File: config.mk
export PLATFORM = sky130hd
export DESIGN_NAME = butterfly_operand_loader_flat
export DESIGN_NICKNAME = d
export VERILOG_FILES = /design/src/rtl/butterfly_operand_loader_if.sv /design/src/rtl/butterfly_operand_loader.sv /design/src/flat_wrapper.sv
export SDC_FILE = /design/constraint.sdc
export NUM_CORES = 1
export LEC_CHECK = 0
export ABC_AREA = 1
export BUFFER_PORTS_ARGS = -buffer_cell sky130_fd_sc_hd__clkbuf_2
export CORE_AREA = 2 2 87 89
export CTS_CLUSTER_SIZE = 25
export DETAILED_ROUTE_END_ITERATION = 7
export DIE_AREA = 0 0 89 91
export PLACE_DENSITY = 0.83
export SLEW_MARGIN = 25
export SYNTH_ARGS = -nofsm -noshare
export SYNTH_HDL_FRONTEND = slang
export SYNTH_SLANG_ARGS = --single-unit
File: constraint.sdc
create_clock -name Clock -period 2.3 [get_ports Clock]
set_input_delay 0.23 -clock Clock [delete_from_list [all_inputs] [get_ports Clock]]
set_output_delay 0.23 -clock Clock [all_outputs]
set_load 0.05 [all_outputs]
File: src/rtl/butterfly_operand_loader_if.sv
// Operand bus between the loader and the butterfly datapath.
// Ports: Rea/Ima/Reb/Imb/Rew/Imw operand words, op_valid/op_ready handshake,
//        load_idx (operand currently awaited, 6 while the set is presented).
interface butterfly_operand_loader_if #(
  parameter int n = 8
);
  logic [n-1:0] Rea;
  logic [n-1:0] Ima;
  logic [n-1:0] Reb;
  logic [n-1:0] Imb;
  logic [n-1:0] Rew;
  logic [n-1:0] Imw;
  logic         op_valid;
  logic         op_ready;
  logic [2:0]   load_idx;

  // Loader side drives the operand set and consumes the accept.
  modport master (
    output Rea, Ima, Reb, Imb, Rew, Imw, op_valid, load_idx,
    input  op_ready
  );

  // Butterfly side observes the operand set and returns the accept.
  modport slave (
    input  Rea, Ima, Reb, Imb, Rew, Imw, op_valid, load_idx,
    output op_ready
  );
endinterface

File: src/rtl/butterfly_operand_loader.sv
// Butterfly input stage: synchronizes, debounces and edge-detects the ReadyIn
// button; each press loads sw into the next operand register; the full set is
// offered on ops with op_valid/op_ready.
// Ports: Clock, Reset (async active-high), ReadyIn (raw button), sw (switch
//        word), LED (last captured word), ops (operand bus, master side).
// Optional macro LOADER_KEEP_W_EN: once the twiddle (Rew/Imw) has been loaded,
// later sets skip it and need only four presses.
module butterfly_operand_loader #(
  parameter int n               = 8,
  parameter int DEBOUNCE_CYCLES = 50000
) (
  input  logic                         Clock,
  input  logic                         Reset,
  input  logic                         ReadyIn,
  input  logic [n-1:0]                 sw,
  output logic [n-1:0]                 LED,
  butterfly_operand_loader_if.master   ops
);

  localparam int CW = $clog2(DEBOUNCE_CYCLES + 1);

  typedef enum logic [2:0] {
    S_REA   = 3'd0,
    S_IMA   = 3'd1,
    S_REB   = 3'd2,
    S_IMB   = 3'd3,
    S_REW   = 3'd4,
    S_IMW   = 3'd5,
    S_VALID = 3'd6
  } state_t;

  logic          s1, s2;
  logic          stable, stable_q;
  logic [CW-1:0] cnt;
  logic          press;

  state_t        state_q, state_d;
  logic          cap;
  logic          op_valid_q;
  logic [n-1:0]  opr [6];
  logic [n-1:0]  led_q;

  // Synchronizer and debounce: a level change on s2 must persist for
  // DEBOUNCE_CYCLES consecutive cycles before stable follows it.
  always_ff @(posedge Clock or posedge Reset) begin
    if (Reset) begin
      s1       <= 1'b0;
      s2       <= 1'b0;
      stable   <= 1'b0;
      stable_q <= 1'b0;
      cnt      <= '0;
    end else begin
      s1       <= ReadyIn;
      s2       <= s1;
      stable_q <= stable;
      if (s2 == stable) begin
        cnt <= '0;
      end else if (cnt == CW'(DEBOUNCE_CYCLES - 1)) begin
        // This edge is the one where the count reaches DEBOUNCE_CYCLES.
        stable <= s2;
        cnt    <= '0;
      end else begin
        cnt <= cnt + 1'b1;
      end
    end
  end

  assign press = stable & ~stable_q;

`ifdef LOADER_KEEP_W_EN
  logic w_loaded;

  always_ff @(posedge Clock or posedge Reset) begin
    if (Reset) begin
      w_loaded <= 1'b0;
    end else if (cap && state_q == S_IMW) begin
      w_loaded <= 1'b1;
    end
  end
`endif

  always_comb begin
    state_d = state_q;
    cap     = 1'b0;
    case (state_q)
      S_VALID: begin
        // Presses are dropped here; only the accept moves us on.
        if (ops.op_ready) begin
          state_d = S_REA;
        end
      end
      default: begin
        if (press) begin
          cap = 1'b1;
          if (state_q == S_IMW) begin
            state_d = S_VALID;
`ifdef LOADER_KEEP_W_EN
          end else if (state_q == S_IMB && w_loaded) begin
            state_d = S_VALID;
`endif
          end else begin
            state_d = state_t'(state_q + 3'd1);
          end
        end
      end
    endcase
  end

  always_ff @(posedge Clock or posedge Reset) begin
    if (Reset) begin
      state_q    <= S_REA;
      op_valid_q <= 1'b0;
      led_q      <= '0;
      for (int i = 0; i < 6; i++) begin
        opr[i] <= '0;
      end
    end else begin
      state_q    <= state_d;
      op_valid_q <= (state_d == S_VALID);
      if (cap) begin
        led_q <= sw;
      end
      for (int i = 0; i < 6; i++) begin
        if (cap && state_q == 3'(i)) begin
          opr[i] <= sw;
        end
      end
    end
  end

  assign LED          = led_q;
  assign ops.Rea      = opr[0];
  assign ops.Ima      = opr[1];
  assign ops.Reb      = opr[2];
  assign ops.Imb      = opr[3];
  assign ops.Rew      = opr[4];
  assign ops.Imw      = opr[5];
  assign ops.op_valid = op_valid_q;
  assign ops.load_idx = state_q;

endmodule

File: src/flat_wrapper.sv
// flat-port wrapper written by rule: the top's interface ports become plain ports
module butterfly_operand_loader_flat 
#(
  parameter int n               = 8,
  parameter int DEBOUNCE_CYCLES = 50000
)
  (Clock, Reset, ReadyIn, sw, LED, ops_Rea, ops_Ima, ops_Reb, ops_Imb, ops_Rew, ops_Imw, ops_op_valid, ops_load_idx, ops_op_ready);
  butterfly_operand_loader_if #(.n(n)) ops_i ();
  input  logic Clock;
  input  logic Reset;
  input  logic ReadyIn;
  input  logic [n-1:0] sw;
  output logic [n-1:0] LED;
  output wire logic [$bits(ops_i.Rea)-1:0] ops_Rea;
  output wire logic [$bits(ops_i.Ima)-1:0] ops_Ima;
  output wire logic [$bits(ops_i.Reb)-1:0] ops_Reb;
  output wire logic [$bits(ops_i.Imb)-1:0] ops_Imb;
  output wire logic [$bits(ops_i.Rew)-1:0] ops_Rew;
  output wire logic [$bits(ops_i.Imw)-1:0] ops_Imw;
  output wire logic [$bits(ops_i.op_valid)-1:0] ops_op_valid;
  output wire logic [$bits(ops_i.load_idx)-1:0] ops_load_idx;
  input wire logic [$bits(ops_i.op_ready)-1:0] ops_op_ready;
  assign ops_Rea = ops_i.Rea;
  assign ops_Ima = ops_i.Ima;
  assign ops_Reb = ops_i.Reb;
  assign ops_Imb = ops_i.Imb;
  assign ops_Rew = ops_i.Rew;
  assign ops_Imw = ops_i.Imw;
  assign ops_op_valid = ops_i.op_valid;
  assign ops_load_idx = ops_i.load_idx;
  assign ops_i.op_ready = ops_op_ready;
  butterfly_operand_loader #(.n(n), .DEBOUNCE_CYCLES(DEBOUNCE_CYCLES)) u_core (.Clock(Clock), .Reset(Reset), .ReadyIn(ReadyIn), .sw(sw), .LED(LED), .ops(ops_i));
endmodule
After elaboration in Yosys (flattened, before gate mapping)
Index checks and enable logic that the tools add are counted.
{ "op_classes": {"reduce_logical": 8, "n_mux": 8, "n_lt_le_gt_ge": 0, "eq_ne": 9, "shift": 0, "div": 0, "n_bitwise": 3, "n_addsub": 2, "mul": 0} }
{ "op_table": {"columns": ["operator", "count"], "rows": [
  ["16-bit 2-to-1 mux", 2],
  ["16-bit by 1-bit adder with 16-bit output (second input constant)", 1],
  ["16-bit equality test (second input constant)", 1],
  ["3-bit equality test (second input constant)", 4],
  ["3-bit 2-to-1 mux", 4],
  ["3-bit by 2-bit equality test with 1-bit output (second input constant)", 2],
  ["1-bit logical AND", 6],
  ["3-bit by 1-bit adder with 3-bit output (second input constant)", 1],
  ["3-bit by 1-bit equality test with 1-bit output (second input constant)", 1],
  ["3-bit zero test", 1],
  ["1-bit 2-to-1 mux", 2],
  ["1-bit NOT", 2],
  ["2-bit AND reduction", 1],
  ["1-bit AND", 1],
  ["1-bit equality test", 1]
]} }
{ "word_totals": {"mem_bits_rw": 0, "mem_bits_ro": 0, "reg_bits": 80, "inputBits": 12, "latchBits": 0, "memories": 0} }

Depth between registers and ports, before layout
{ "logic_depth": {"ltp_word": 5, "depth_mapped": 10, "depth_no_buf": 9} }

Least setup slack after synthesis
OpenSTA, ideal clock, no wires.
{ "synth_timing": {"kind": "register to register", "start": "reg u_core.state_q[0], in the netlist u_core.ops.load_idx[0]", "end": "reg u_core.opr (netlist bit u_core.ops.Rew[0])", "path_slack_ns": 0.280, "n_path_buf": 1, "stages_incl_launch_ff": 11, "arrival_time_ns": 1.946, "synth_period_minus_slack_ns": 2.020, "setup_time_ns": 0.073, "required_ns": 2.227, "path_cell_list": "dfrtp_1 inv_1 ha_1 nand2_1 inv_1 nor2_8 inv_4 nor2_8 buf_6 nor2_2 a21oi_2"} }
{ "synth_via": {"elab_chain_len": 3, "elab_cells_between_ends": 4, "cone_classes": "2 x eq/ne; 1 x mux; 1 x reduce/logical"} }
{ "synth_lines": {"columns": ["item", "line", "source"], "rows": [
  ["start, declared", "butterfly_operand_loader.sv:37", "state_t state_q, state_d;"],
  ["start signal, assigned", "butterfly_operand_loader.sv:118", "state_q <= state_d;"],
  ["3-bit equality test", "butterfly_operand_loader.sv:85", "case (state_q)"],
  ["1-bit 2-to-1 mux", "butterfly_operand_loader.sv:85", null],
  ["1-bit logical AND *", "butterfly_operand_loader.sv:124", "if (cap && state_q == 3'(i)) begin"],
  ["end signal, assigned by index", "butterfly_operand_loader.sv:125", "opr[i] <= sw;"],
  ["end, declared", "butterfly_operand_loader.sv:40", "logic [n-1:0] opr [6];"]
]} }
Mark *: on every way between the ends. The rest lies on a longest branch, timed or not.
A chain may end at the register's enable or synchronous reset.

Worst setup path in the final report
{ "layout_timing": {"start": "reg u_core.state_q[0], in the netlist u_core.ops.load_idx[0]", "end": "reg u_core.opr (netlist bit u_core.ops.Rew[3])"} }
Same word-level chain as after synthesis.

==> results <==
- The run finished with clean final reports.
- The path class of the tightest hold or removal check is in2reg.
- Entering global routing, the biggest net connects 64 pins.
- The top cell types in the final layout, fill and taps aside, are nand2_1, dfrtp_1, clkbuf_2, o21ai_0, nor2_1.
- The number of endpoints failing setup at the final stage is 0.
- The detailed router's first-iteration violation count is 163.
- The final number of hold-violating endpoints came to 0.
- After synthesis, the netlist uses 27 different library cells.
- The die is 91 um tall.
- The number of warnings printed during yosys synthesis is 0.
- The tool flagged a number of max-cap violations equal to 0.
- The count of cells resized by post-cts repair is 0.
- By startpoint and endpoint, the worst setup path is classified as reg2reg.
- After global routing the overflow that remains totals 0.
- After synthesis the netlist holds a flip-flop and latch count of 80.
- The highest ir drop seen on vdd is 0.3541 mV.
- The total routing resource utilization after global routing is 19.36%.
- The via count of the first global-routing pass is 2578.
- The die span in x is 89 um.
- The fraction of layout instances using a drive strength above 1 is 22.92%.
- With fillers left out, the area of the finished cells amounts to 4081 um2.
- The transition time at the pin with the least slew margin is 0.4419 ns.
- The peak fanout along the critical path is 17.
- The count of nets left with antenna violations once routing finished came out at 0.
- Sequential elements use 58.33% of the synthesized area.
- The congestion estimate from routability-driven global placement came to 0.8748.
- For this configuration, the core starts out at a cell density of 48.09%.
- The sort of element at the end of the critical path is a register.
- The critical path data arrival time is 2.10 ns.
- Buffers placed on the I/O ports in this run total 71.
- The total negative slack for setup checks is 0 ns.
- The maximum clock insertion buffer count is 2.
- In this run the cell area of the synthesized design comes to 3432 um2.
- The setup slack on the worst flop-to-flop path is 0.46 ns.
- Using the TritonRoute via totals, the vias-per-cell ratio works out to 4.958.
- The number of antenna violations at the first check in global routing came to 0.
- The wire length of the first global-routing pass is 12.12 mm.
- Clock-pin slew was measured on the worst setup and hold paths at 0.09 ns.
- The analysis attributes to cell leakage a power of 1.988 nW.
- The smallest clock period supported by the final layout is computed as 1.837 ns.
- The DRC violations left is 0.
- The clock reaches the later pin of the worst-skew pair after 0.34 ns.
- The total I/O pin count is 72.
- Overall power consumption after layout is estimated at 2.504 mW.
- The full die area is 8099 um2.
- The number of H-tree levels is 3.
- The number of placed instances with taps included is 526.
- The net count after synthesis is 380.
- Synthesis handed over a netlist of 362 instances.
- The number of CTS-inserted buffers is 9.
- Relative to the synthesized area, the layout overhead comes to 18.92%.
- The power per cell area is 613.5 nW/um2.
- The worst hold slack after final layout is 0.1269 ns.
- The finished layout holds 544 standard cells, fillers aside.
- The fmax is 544.4 MHz.
- Across all layers, the routed design uses 2697 vias.
- The clock net sink count is 80.
- The repair_antennas step left the layout with diodes totalling 0.
- Dividing the final minimum period by the clock period gives 79.86%.
- The core region is 7137 um2.
- The worst clock skew on the final layout is 0.01225 ns.
- The post-synthesis area per instance is 9.481 um2.
- The number of max-slew violations in the final report came to 0.
- Setup repair after global routing left no endpoint under its margin.
- The post-detailed-placement cell area is 3866 um2.
- The worst slew margin relative to its limit is 70.47%.
- TritonCTS built the clock tree.
- The HPWL after detailed placement is 5.282 mm.
- The clock root buffer master is clkbuf_8.
- The routed wire length is 7.265 mm.
- Leaving out fill and tap cells, the most frequent cell in the layout is nand2_1.
- The type of origin of the critical path is a register.
- The count of standard-cell rows is 31.
- The net count of the finished layout is 458.
- The number of filler cells placed in the layout is 647.
- For the worst setup path, the data required time is 2.57 ns.
- The post-detailed-route wirelength per cell is 13.35 um.
- Before antenna repair, the detailed router went through 5 iterations.
## layout make-up
class | count | area [um2] | share of cell area, %
flip-flops and latches | 80 | 2002 | 49.05
multi-input cells | 242 | 1239 | 30.35
repair buffers | 74 | 395.4 | 9.687
clock buffers | 10 | 127.6 | 3.127
inverters | 33 | 126.4 | 3.096
well taps | 99 | 123.9 | 3.035
clock inverters | 6 | 67.56 | 1.655
## worst paths after layout
check                                             from                      to  depth (start not counted)
worst max-delay path            u_core.ops.load_idx[0]       u_core.ops.Rew[3]                          9
worst min-delay path                             sw[0]           u_core.LED[0]                          3
worst max register to register  u_core.ops.load_idx[0]       u_core.ops.Rew[3]                          9
worst min register to register               u_core.s1               u_core.s2                          0
max in group asynchronous                        Reset  u_core.ops.load_idx[1]                          4
min in group asynchronous                        Reset       u_core.ops.Imb[4]                          3
## power breakdown
group / internal (mW) / switching, mW
combinational: 0.0199 / 0.0556
sequential: 1.41 / 0.00540
clock: 0.506 / 0.506
total: 1.94 / 0.567
## logic make-up after synthesis
logic type / share of synthesized area, %
simple gates: 21.40
flops: 58.33
compound gates: 9.953
buf+inv: 5.577
xor+xnor: 2.552
fa+ha+maj: 2.187
## state kept, by name, summed over array words and instances, names as in the netlist, 3 cells and up
signal               flops
u_core.ops.load_idx      3
u_core.LED               8
u_core.cnt              16
u_core.ops.Reb           8
u_core.ops.Rew           8
u_core.ops.Rea           8
u_core.ops.Imb           8
u_core.ops.Imw           8
u_core.ops.Ima           8
## what timing repair did
item,4_1_cts,5_1_grt
hold buffers,2,0
hold endpoints to repair,18,0
setup buffers,0,0
endpoints found under the setup margin,0,0
## Yosys cell counts (all sizes together)
library cell | n | area (um2)
nor3 | 1 | 5.000
nand3 | 20 | 137.6
inv | 33 | 126.4
xnor2 | 3 | 26.28
dfrtp | 80 | 2002
nand2 | 94 | 362.8
and2 | 1 | 6.260
o21ai | 50 | 250.2
o22ai | 1 | 6.260
o21bai | 1 | 7.510
ha | 6 | 75.07
nor2 | 43 | 215.2
clkbuf | 1 | 3.750
xor2 | 7 | 61.31
buf | 6 | 61.30
a21oi | 14 | 77.58
nor3b | 1 | 7.510
## critical path, cell delays in order (launching register included)
cell     delay, ns
dfrtp_1       0.41
inv_1         0.11
ha_1          0.26
nand2_1       0.12
inv_1         0.13
nor2_8        0.19
inv_4         0.12
nor2_8        0.22
nor2_1        0.08
a21oi_1       0.12
## layer usage
metal	GRT usage, %	up-vias	routed length [um]
li1	-	1316	-
met1	26.28	1291	3254
met2	29.98	78	3472
met3	3.636	12	356
met4	8.831	0	182
met5	0	-	0
## metrics by stage
step | util [%] | worst slack, ns
floorplan | - | 0.01826
global placement | 54.17 | 0.6238
detailed placement | 54.17 | 0.4856
CTS | 57.19 | 0.4601
global route | 57.19 | 0.2646
finish | 57.19 | 0.4631
Power figures use the tool's default switching activity.
